[src/rtl/redmule_pkg.sv]
// redmule_pkg: shared widths, Z packer FSM state, config record and strobe helper
package redmule_pkg;
  localparam int unsigned DATA_W      = 288;
  localparam int unsigned MEM_DW      = 32;
  localparam int unsigned BITW        = 16;
  localparam int unsigned TOT_DEPTH   = 16;
  localparam int unsigned DATAW       = TOT_DEPTH * BITW;
  localparam int unsigned ARRAY_WIDTH = 12;
  localparam int unsigned STRB        = DATA_W / 8;
  localparam int unsigned CNT_W       = 16;
  typedef enum logic [1:0] {IDLE, RUN, DONE} z_packer_state_e;
  typedef struct packed {
    logic [CNT_W-1:0] tot_stores;
    logic [CNT_W-1:0] n_col_tiles;
    logic [CNT_W-1:0] n_row_blocks;
    logic [7:0]       cols_lftovr;
    logic [7:0]       rows_lftovr;
  } z_packer_cfg_t;
  function automatic logic [STRB-1:0] col_strb(input logic [7:0] cols);
    logic [7:0] n;
    n = (cols == 8'd0 || cols > 8'(TOT_DEPTH)) ? 8'(TOT_DEPTH) : cols;
    for (int unsigned i = 0; i < STRB; i++) col_strb[i] = i < {23'd0, n, 1'b0};
  endfunction
endpackage

[src/rtl/redmule_z_store_packer_if.sv]
// redmule_z_store_packer_if: Z row input stream plus TCDM store beat output stream; master = packer side
interface redmule_z_store_packer_if;
  import redmule_pkg::*;
  logic [DATAW-1:0]  z_data;
  logic              z_valid;
  logic              z_ready;
  logic [DATA_W-1:0] data;
  logic [STRB-1:0]   strb;
  logic              valid;
  logic              ready;
  modport master (input z_data, z_valid, ready, output z_ready, data, strb, valid);
  modport slave (output z_data, z_valid, ready, input z_ready, data, strb, valid);
endinterface

[src/rtl/redmule_z_tile_cnt.sv]
// redmule_z_tile_cnt: nested row/column-tile/row-block counters advancing per accepted Z row; last_col_o flags the last column tile
module redmule_z_tile_cnt
  import redmule_pkg::*;
(
  input  logic             clk_i,
  input  logic             rst_i,
  input  logic             clr_i,
  input  logic             load_i,
  input  logic             en_i,
  input  logic [CNT_W-1:0] n_col_tiles_i,
  input  logic [CNT_W-1:0] n_row_blocks_i,
  input  logic [7:0]       rows_lftovr_i,
  output logic             last_col_o
);
  logic [CNT_W-1:0] row_q, col_q, blk_q, rows_in_tile;
  logic             last_blk, row_wrap;
  always_comb begin
    last_col_o   = ({1'b0, col_q} + 17'd1) >= {1'b0, n_col_tiles_i};
    last_blk     = ({1'b0, blk_q} + 17'd1) >= {1'b0, n_row_blocks_i};
    rows_in_tile = (last_blk && rows_lftovr_i != 8'd0) ? {8'd0, rows_lftovr_i} : CNT_W'(ARRAY_WIDTH);
    row_wrap     = ({1'b0, row_q} + 17'd1) >= {1'b0, rows_in_tile};
  end
  always_ff @(posedge clk_i) begin
    if (rst_i || clr_i || load_i) begin
      row_q <= '0;
      col_q <= '0;
      blk_q <= '0;
    end else if (en_i) begin
      row_q <= row_wrap ? '0 : row_q + 1'b1;
      col_q <= row_wrap ? (last_col_o ? '0 : col_q + 1'b1) : col_q;
      blk_q <= (row_wrap && last_col_o) ? blk_q + 1'b1 : blk_q;
    end
  end
endmodule

[src/rtl/redmule_z_store_packer.sv]
// redmule_z_store_packer: packs Z rows (z_if z_*) into strobed TCDM store beats (z_if data/strb/valid/ready); start_i + config in, busy_o/done_o out
module redmule_z_store_packer
  import redmule_pkg::*;
(
  input  logic                      clk_i,
  input  logic                      rst_i,
  input  logic                      clear_i,
  input  logic                      start_i,
  input  logic [CNT_W-1:0]          tot_stores_i,
  input  logic [CNT_W-1:0]          n_col_tiles_i,
  input  logic [CNT_W-1:0]          n_row_blocks_i,
  input  logic [7:0]                cols_lftovr_i,
  input  logic [7:0]                rows_lftovr_i,
  redmule_z_store_packer_if.master  z_if,
  output logic                      busy_o,
  output logic                      done_o
);
  z_packer_state_e   state_q, state_d;
  z_packer_cfg_t     cfg_q, cfg_d;
  logic              valid_q, valid_d;
  logic [DATA_W-1:0] data_q, data_d;
  logic [STRB-1:0]   strb_q, strb_d;
  logic [CNT_W-1:0]  in_cnt_q, in_cnt_d, store_cnt_q, store_cnt_d;
  logic              run, start_ok, in_xfer, out_xfer, last_out, last_col;
  redmule_z_tile_cnt i_tile_cnt (
    .clk_i          (clk_i),
    .rst_i          (rst_i),
    .clr_i          (clear_i),
    .load_i         (start_ok),
    .en_i           (in_xfer),
    .n_col_tiles_i  (cfg_q.n_col_tiles),
    .n_row_blocks_i (cfg_q.n_row_blocks),
    .rows_lftovr_i  (cfg_q.rows_lftovr),
    .last_col_o     (last_col)
  );
  always_ff @(posedge clk_i) begin
    if (rst_i || clear_i) state_q <= IDLE;
    else                  state_q <= state_d;
  end
  always_comb begin
    state_d = (state_q == IDLE) ? (start_i ? (tot_stores_i == '0 ? DONE : RUN) : IDLE)
            : (state_q == RUN)  ? (last_out ? DONE : RUN)
            : IDLE;
  end
  always_comb begin
    busy_o = state_q != IDLE;
    done_o = state_q == DONE;
    run    = state_q == RUN;
  end
  // input is closed once tot_stores rows have entered, so surplus rows stay in the Z buffer
  always_comb begin
    start_ok     = (state_q == IDLE) && start_i;
    z_if.z_ready = run && (in_cnt_q < cfg_q.tot_stores) && (!valid_q || z_if.ready);
    in_xfer      = z_if.z_valid && z_if.z_ready;
    out_xfer     = valid_q && z_if.ready;
    last_out     = out_xfer && (store_cnt_q == cfg_q.tot_stores - 16'd1);
    cfg_d        = start_ok ? z_packer_cfg_t'{tot_stores_i, n_col_tiles_i, n_row_blocks_i, cols_lftovr_i, rows_lftovr_i} : cfg_q;
    valid_d      = in_xfer || (valid_q && !z_if.ready);
    data_d       = in_xfer ? {{MEM_DW{1'b0}}, z_if.z_data} : data_q;
    strb_d       = in_xfer ? col_strb(last_col ? cfg_q.cols_lftovr : 8'd0) : strb_q;
    in_cnt_d     = start_ok ? '0 : in_cnt_q + CNT_W'(in_xfer);
    store_cnt_d  = start_ok ? '0 : store_cnt_q + CNT_W'(out_xfer);
    z_if.valid   = valid_q;
    z_if.data    = data_q;
    z_if.strb    = strb_q;
  end
  always_ff @(posedge clk_i) begin
    if (rst_i || clear_i) begin
      cfg_q       <= '0;
      valid_q     <= 1'b0;
      data_q      <= '0;
      strb_q      <= '0;
      in_cnt_q    <= '0;
      store_cnt_q <= '0;
    end else begin
      cfg_q       <= cfg_d;
      valid_q     <= valid_d;
      data_q      <= data_d;
      strb_q      <= strb_d;
      in_cnt_q    <= in_cnt_d;
      store_cnt_q <= store_cnt_d;
    end
  end
endmodule

[src/flat_wrapper.sv]
// flat-port wrapper written by rule: the top's interface ports become plain ports
module redmule_z_store_packer_flat import redmule_pkg::*;
  (clk_i, rst_i, clear_i, start_i, tot_stores_i, n_col_tiles_i, n_row_blocks_i, cols_lftovr_i, rows_lftovr_i, busy_o, done_o, z_if_z_data, z_if_z_valid, z_if_ready, z_if_z_ready, z_if_data, z_if_strb, z_if_valid);
  redmule_z_store_packer_if z_if_i ();
  input  logic clk_i;
  input  logic rst_i;
  input  logic clear_i;
  input  logic start_i;
  input  logic [CNT_W-1:0] tot_stores_i;
  input  logic [CNT_W-1:0] n_col_tiles_i;
  input  logic [CNT_W-1:0] n_row_blocks_i;
  input  logic [7:0] cols_lftovr_i;
  input  logic [7:0] rows_lftovr_i;
  output logic busy_o;
  output logic done_o;
  input wire logic [$bits(z_if_i.z_data)-1:0] z_if_z_data;
  input wire logic [$bits(z_if_i.z_valid)-1:0] z_if_z_valid;
  input wire logic [$bits(z_if_i.ready)-1:0] z_if_ready;
  output wire logic [$bits(z_if_i.z_ready)-1:0] z_if_z_ready;
  output wire logic [$bits(z_if_i.data)-1:0] z_if_data;
  output wire logic [$bits(z_if_i.strb)-1:0] z_if_strb;
  output wire logic [$bits(z_if_i.valid)-1:0] z_if_valid;
  assign z_if_i.z_data = z_if_z_data;
  assign z_if_i.z_valid = z_if_z_valid;
  assign z_if_i.ready = z_if_ready;
  assign z_if_z_ready = z_if_i.z_ready;
  assign z_if_data = z_if_i.data;
  assign z_if_strb = z_if_i.strb;
  assign z_if_valid = z_if_i.valid;
  redmule_z_store_packer u_core (.clk_i(clk_i), .rst_i(rst_i), .clear_i(clear_i), .start_i(start_i), .tot_stores_i(tot_stores_i), .n_col_tiles_i(n_col_tiles_i), .n_row_blocks_i(n_row_blocks_i), .cols_lftovr_i(cols_lftovr_i), .rows_lftovr_i(rows_lftovr_i), .z_if(z_if_i), .busy_o(busy_o), .done_o(done_o));
endmodule
[config.mk]
export PLATFORM = sky130hd
export DESIGN_NAME = redmule_z_store_packer_flat
export DESIGN_NICKNAME = d
export VERILOG_FILES = /design/src/rtl/redmule_pkg.sv /design/src/rtl/redmule_z_store_packer_if.sv /design/src/rtl/redmule_z_tile_cnt.sv /design/src/rtl/redmule_z_store_packer.sv /design/src/flat_wrapper.sv
export SDC_FILE = /design/constraint.sdc
export NUM_CORES = 1
export LEC_CHECK = 0
export CAP_MARGIN = 15
export CORE_AREA = 10 10 246 248
export DETAILED_ROUTE_END_ITERATION = 6
export DIE_AREA = 0 0 256 258
export PLACE_DENSITY_LB_ADDON = 0.1
export SYNTH_ARGS = -nofsm -noshare
export SYNTH_HDL_FRONTEND = slang
export SYNTH_HIERARCHICAL = 1
export SYNTH_SLANG_ARGS = --single-unit
[constraint.sdc]
create_clock -name clk_i -period 9.6 [get_ports clk_i]
set_clock_uncertainty 0.15 [all_clocks]
set_input_delay 1.92 -clock clk_i [delete_from_list [all_inputs] [get_ports clk_i]]
set_output_delay 1.92 -clock clk_i [all_outputs]
set_load 0.01 [all_outputs]
# After elaboration in Yosys (flattened, before gate mapping)
# Index checks and enable logic that the tools add are counted.
# totals
inputBits,326
wordCells,101
register_bits,439
output_inout_bits,328
# classes
addsub,9
n_eq_ne,3
n_mux,10
reduce_logical,24
order_cmp,41
# ops
cell,count
"less-than comparator 5 x 9 -> 1 bit, first input constant",16
"less-than comparator 4 x 9 -> 1 bit, first input constant",8
"adder 16 x 1 -> 17 bit, second input constant",3
"adder 16 x 1 -> 16 bit, second input constant",3
"less-than comparator 3 x 9 -> 1 bit, first input constant",4
"less-than comparator 6 x 9 -> 1 bit, first input constant",4
>= comparator 17 x 16 -> 1 bit,2
adder 16 x 1 -> 16 bit,2
2-to-1 mux 16 bit,2
2-to-1 mux 8 bit,3
"less-than comparator 1 x 9 -> 1 bit, first input constant",2
"less-than comparator 2 x 9 -> 1 bit, first input constant",2
>= comparator 17 x 8 -> 1 bit,1
== test 16 bit,1
logical NOT 16 bit,1
less-than comparator 16 bit,1
"subtractor 16 x 1 -> 16 bit, second input constant",1
2-to-1 mux 2 bit,5
logical AND 1 bit,9
"greater-than comparator 8 x 5 -> 1 bit, second input constant",1
logical NOT 8 bit,1
nonzero test 8 bit,1
logical OR 1 bit,5
AND reduction 2 bit,2
other kinds (6),7

# Longest topological paths before layout
# depth
depth_word,7
mapped_depth,25
mapped_depth_nobuf,23

# Hierarchy
# The synthesis kept the hierarchy.
# modules_own_cells
module,cells_each,area_per_inst_um2,n_inst,seq_area_each_um2
redmule_z_store_packer,1844,14468.9,1,7467.2
redmule_z_tile_cnt,463,3674.8,1,960.9

# Least setup slack after synthesis
# No wires, ideal clock.
# synth_timing
kind,input to register
from,input z_if_ready
to,register u_core.i_tile_cnt.row_q[3]
required_time_ps,9392
path_buffers,3
setup_time_ps,58
stages,12
arrival_ps,4588
slack_ps,4804
cell_sequence,nand2b_1 > nor4bb_1 > o211a_1 > o211ai_1 > clkinv_1 > clkbuf_1 > clkbuf_1 > clkbuf_1 > clkinv_1 > or4_1 > a21oi_1 > a31o_2
# synth_between
elab_chain_cells,3
# synth_lines
item,line_no,rtl
"start, declared",flat_wrapper.sv:18,input wire logic [$bits(z_if_i.ready)-1:0] z_if_ready;
logical OR 1 bit,redmule_z_store_packer.sv:53,z_if.z_ready = run && (in_cnt_q < cfg_q.tot_stores) && (!valid_q || z_if.ready);
logical AND 1 bit,redmule_z_store_packer.sv:53,
logical AND 1 bit,redmule_z_store_packer.sv:54,in_xfer = z_if.z_valid && z_if.z_ready;
net u_core.in_xfer,redmule_z_store_packer.sv:24,"logic run, start_ok, in_xfer, out_xfer, last_out, last_col;"
"end signal, assigned",redmule_z_tile_cnt.sv:29,row_q <= row_wrap ? '0 : row_q + 1'b1;
"end, declared",redmule_z_tile_cnt.sv:15,"logic [CNT_W-1:0] row_q, col_q, blk_q, rows_in_tile;"
# The timed path passes the listed nets, and every way through them passes these cells.
# A chain may end at the register's enable or synchronous reset.

# Worst setup path after layout
# layout_timing
from,input z_if_ready
to,output z_if_z_ready
# layout_between
elab_chain_cells,2
# layout_lines
item,line_no,rtl
logical OR 1 bit,redmule_z_store_packer.sv:53,
logical AND 1 bit,redmule_z_store_packer.sv:53,
"end, declared",flat_wrapper.sv:19,output wire logic [$bits(z_if_i.z_ready)-1:0] z_if_z_ready;
# No other way between the ends.

==> results.json <==
{
  "finalHoldViolCount": 0,
  "seq_area_frac_synth_pct": 46.5,
  "p_per_area_nw_per_um2": 158,
  "drv_slew": 0,
  "criticalPathCategory": "in -> out",
  "cp-startpoint": "z_if_ready",
  "synthToLayoutAreaGrowth_pct": 45.5,
  "p_leak_uw": 0.00918,
  "grt_start_max_net_pins": 214,
  "synth_cell_type_count": 73,
  "grt_usage_pct": 22.1,
  "die_w_um": 256,
  "timing.fmax_ghz": 0.173,
  "dominantRegCellSynth": "dfxtp_1",
  "start_util_pct": 32.6,
  "rr_startpoint": "u_core/i_tile_cnt/blk_q[0]",
  "antenna_found_initial": 33,
  "synth_top_area_share_pct": 46.5,
  "cpPeakStageDelay_ns": 0.56,
  "hpwl_mm": 58.8,
  "drtIter0Drc": 1043,
  "postCtsSetupBuffers": 0,
  "hp-class": "reg -> reg",
  "worstSkewPairLatency_ns": 0.59,
  "gp_congestion": 0.881,
  "route.vias.total": 17663,
  "maxCapViolCount": 0,
  "hp-start": "u_core/z_if.data[66]",
  "portBuffers": 621,
  "final.setup.tns_ns": 0,
  "post_cts_resized": 0,
  "maxSlewHeadroom_pct": 22.5,
  "r2r_slack_ns": 3.96,
  "grt_pass1_wl_mm": 112,
  "setup_viol": 0,
  "fill_cells": 5555,
  "vdd_ir_drop_max_mv": 0.133,
  "clock_sinks": 421,
  "period_needed_ns": 5.78,
  "grt_pass1_vias": 17108,
  "avgSynthCellArea_um2": 7.86,
  "status": "complete, no violations",
  "design.core.area_um2": 55700,
  "rsz0062_at_grt": "false",
  "crit_end": "z_if_z_ready",
  "clkTransAtPathRegs_ns": 0.06,
  "crit_fanout": 2,
  "cts_tree": "done",
  "fin_nets": 3222,
  "netlist_area_um2": 18100,
  "cp_slowest_cell": "clkdlybuf4s50_1",
  "critical_path_buf_inv_count": 2,
  "r2r_end": "u_core/i_tile_cnt/blk_q[15]",
  "routed_via_density": 4.85,
  "cts_buffer_depth": 3,
  "drtPass1Iterations": 5,
  "worstRegToRegCells": 23,
  "synth_area_leaders": "dfxtp_1, nand2_1, a21oi_1",
  "ant_nets": 0,
  "path_cells": "clkdlybuf4s50_1, nand2b_1, nor4bb_1, o211a_1, o21a_1, clkdlybuf4s50_1",
  "most-common-layout-cells": "nand2_1, clkdlybuf4s50_1, dfxtp_1",
  "synthCells": 2307,
  "routedWlPerCell_um": 21.2,
  "post-route-util_pct": 47.4,
  "path_common_cell": "clkdlybuf4s50_1",
  "tightest_slew_ns": 1.16,
  "die-area_um2": 66000,
  "layout_commonest_cell": "nand2_1",
  "start_kind": "primary input",
  "synth-edff-count": 0,
  "ys_ff_latch": 421,
  "crit_family": "buffers and inverters",
  "arrival_ns": 3.71,
  "cts_max_level": 2,
  "routed_wl_mm": 77.2,
  "rows": 87,
  "crit_cells": 6,
  "io_pins": 654,
  "drive_gt1_share_pct": 4.18,
  "gr-total-overflow": 0,
  "cp.required_ns": 7.53,
  "cts-hold-fix-buffers": 0,
  "post-route-period-util_pct": 60.2,
  "dieHeight_um": 258,
  "end_kind": "output pin",
  "ys_warn_count": 6,
  "ys_async_sr_fraction_pct": 0,
  "synth_top_area_cell": "dfxtp_1",
  "root_buffer": "clkbuf_16",
  "drc": 0,
  "cts_made_buffers": 49
}
state kept, by name (all words and copies together), names as in the netlist:
name / cells
u_core/cfg_q: 64
u_core/i_tile_cnt/blk_q: 16
u_core/i_tile_cnt/col_q: 16
u_core/i_tile_cnt/row_q: 16
u_core/in_cnt_q: 16
u_core/state_q: 2
u_core/store_cnt_q: 16
u_core/z_if.data: 256
u_core/z_if.strb: 18
u_core/z_if.valid: 1
per-stage QoR:
stage / setup slack [ns] / hold WS, ns / total power, uW / cell area (um2) / std cells
after detailed placement: 3.73 / 0.295 / 2180 / 24600 / 3538
final: 3.82 / 0.302 / 4160 / 26400 / 3645
after CTS: 3.82 / 0.303 / 4210 / 26400 / 3629
after global placement: 3.87 / 0.291 / 2170 / 24600 / 3538
after floorplan: 4.80 / 0.286 / 1980 / 18300 / 2338
after global routing: 3.34 / 0.319 / 4310 / 26400 / 3639
worst min-delay path, delay by kind of cell, from the launching register on:
| family | cells | cell delay, ns |
|---|---|---|
| AND/OR/NAND/NOR | 1 | 0.05 |
| AO/OA/AOI/OAI | 1 | 0.05 |
| flip-flops | 1 | 0.31 |
cell usage after synthesis, types with 4 or more instances:
cell      count
a31o_2        4
o21a_1        5
ha_1         63
and3_1       33
nand2_1     707
inv_1        64
or3_1        26
a21oi_1     370
a211oi_1     12
nand3_1      49
nand4_1      20
o21ai_0      38
or4_1         7
xor2_1       35
o31ai_1       4
buf_4        51
dfxtp_1     421
a32o_1        8
xnor2_1      50
nor3_1       28
o211ai_1      4
a21o_1       10
nor4_1        9
nand2b_1      8
and2_1        7
clkbuf_1    124
nor2_1       70
buf_1         7
layer usage:
layer / wire length (um) / share of wire, % / track usage, % / up-vias
met5: 90 / 0.12 / 0 / -
met1: 29200 / 38 / 23.6 / 8348
met2: 39700 / 51 / 39.3 / 472
li1: - / - / - / 8701
met3: 6000 / 7.8 / 7.80 / 130
met4: 2200 / 2.8 / 9.13 / 12
power by group:
part	internal, uW	switching, uW
Sequential	1770	15.5
Combinational	183	175
Clock	1250	771
area by class of cell:
| type | count | area (um2) | share of cell area (%) |
|---|---|---|---|
| Multi-Input combinational cell | 1660 | 8640 | 32.7 |
| Sequential cell | 421 | 8430 | 31.9 |
| Clock buffer | 71 | 1470 | 5.57 |
| Clock inverter | 20 | 279 | 1.06 |
| Tap cell | 756 | 946 | 3.58 |
| Inverter | 66 | 255 | 0.967 |
| Antenna cell | 16 | 40.0 | 0.152 |
| Timing Repair Buffer | 635 | 6330 | 24.0 |
cells by family after synthesis:
group / share of synthesized area [%]
simple gates: 23.0
fa+ha+maj: 4.34
flops: 46.5
mux: 0.290
compound gates: 15.2
buf+inv: 6.61
other cells: 0.0207
xor+xnor: 4.10
how the worst min path moves through the flow:
stage                                        to  slack [ns]  cells after the start
final                      u_core/z_if.data[66]        0.30                      2
after global routing        u_core/z_if.data[4]        0.32                      2
after CTS                 u_core/z_if.data[145]        0.30                      2
after detailed placement  u_core/z_if.data[145]        0.30                      2
after global placement    u_core/z_if.data[167]        0.29                      2
after floorplan                u_core/cfg_q[14]        0.29                      2
Power figures use the tool's default switching activity.
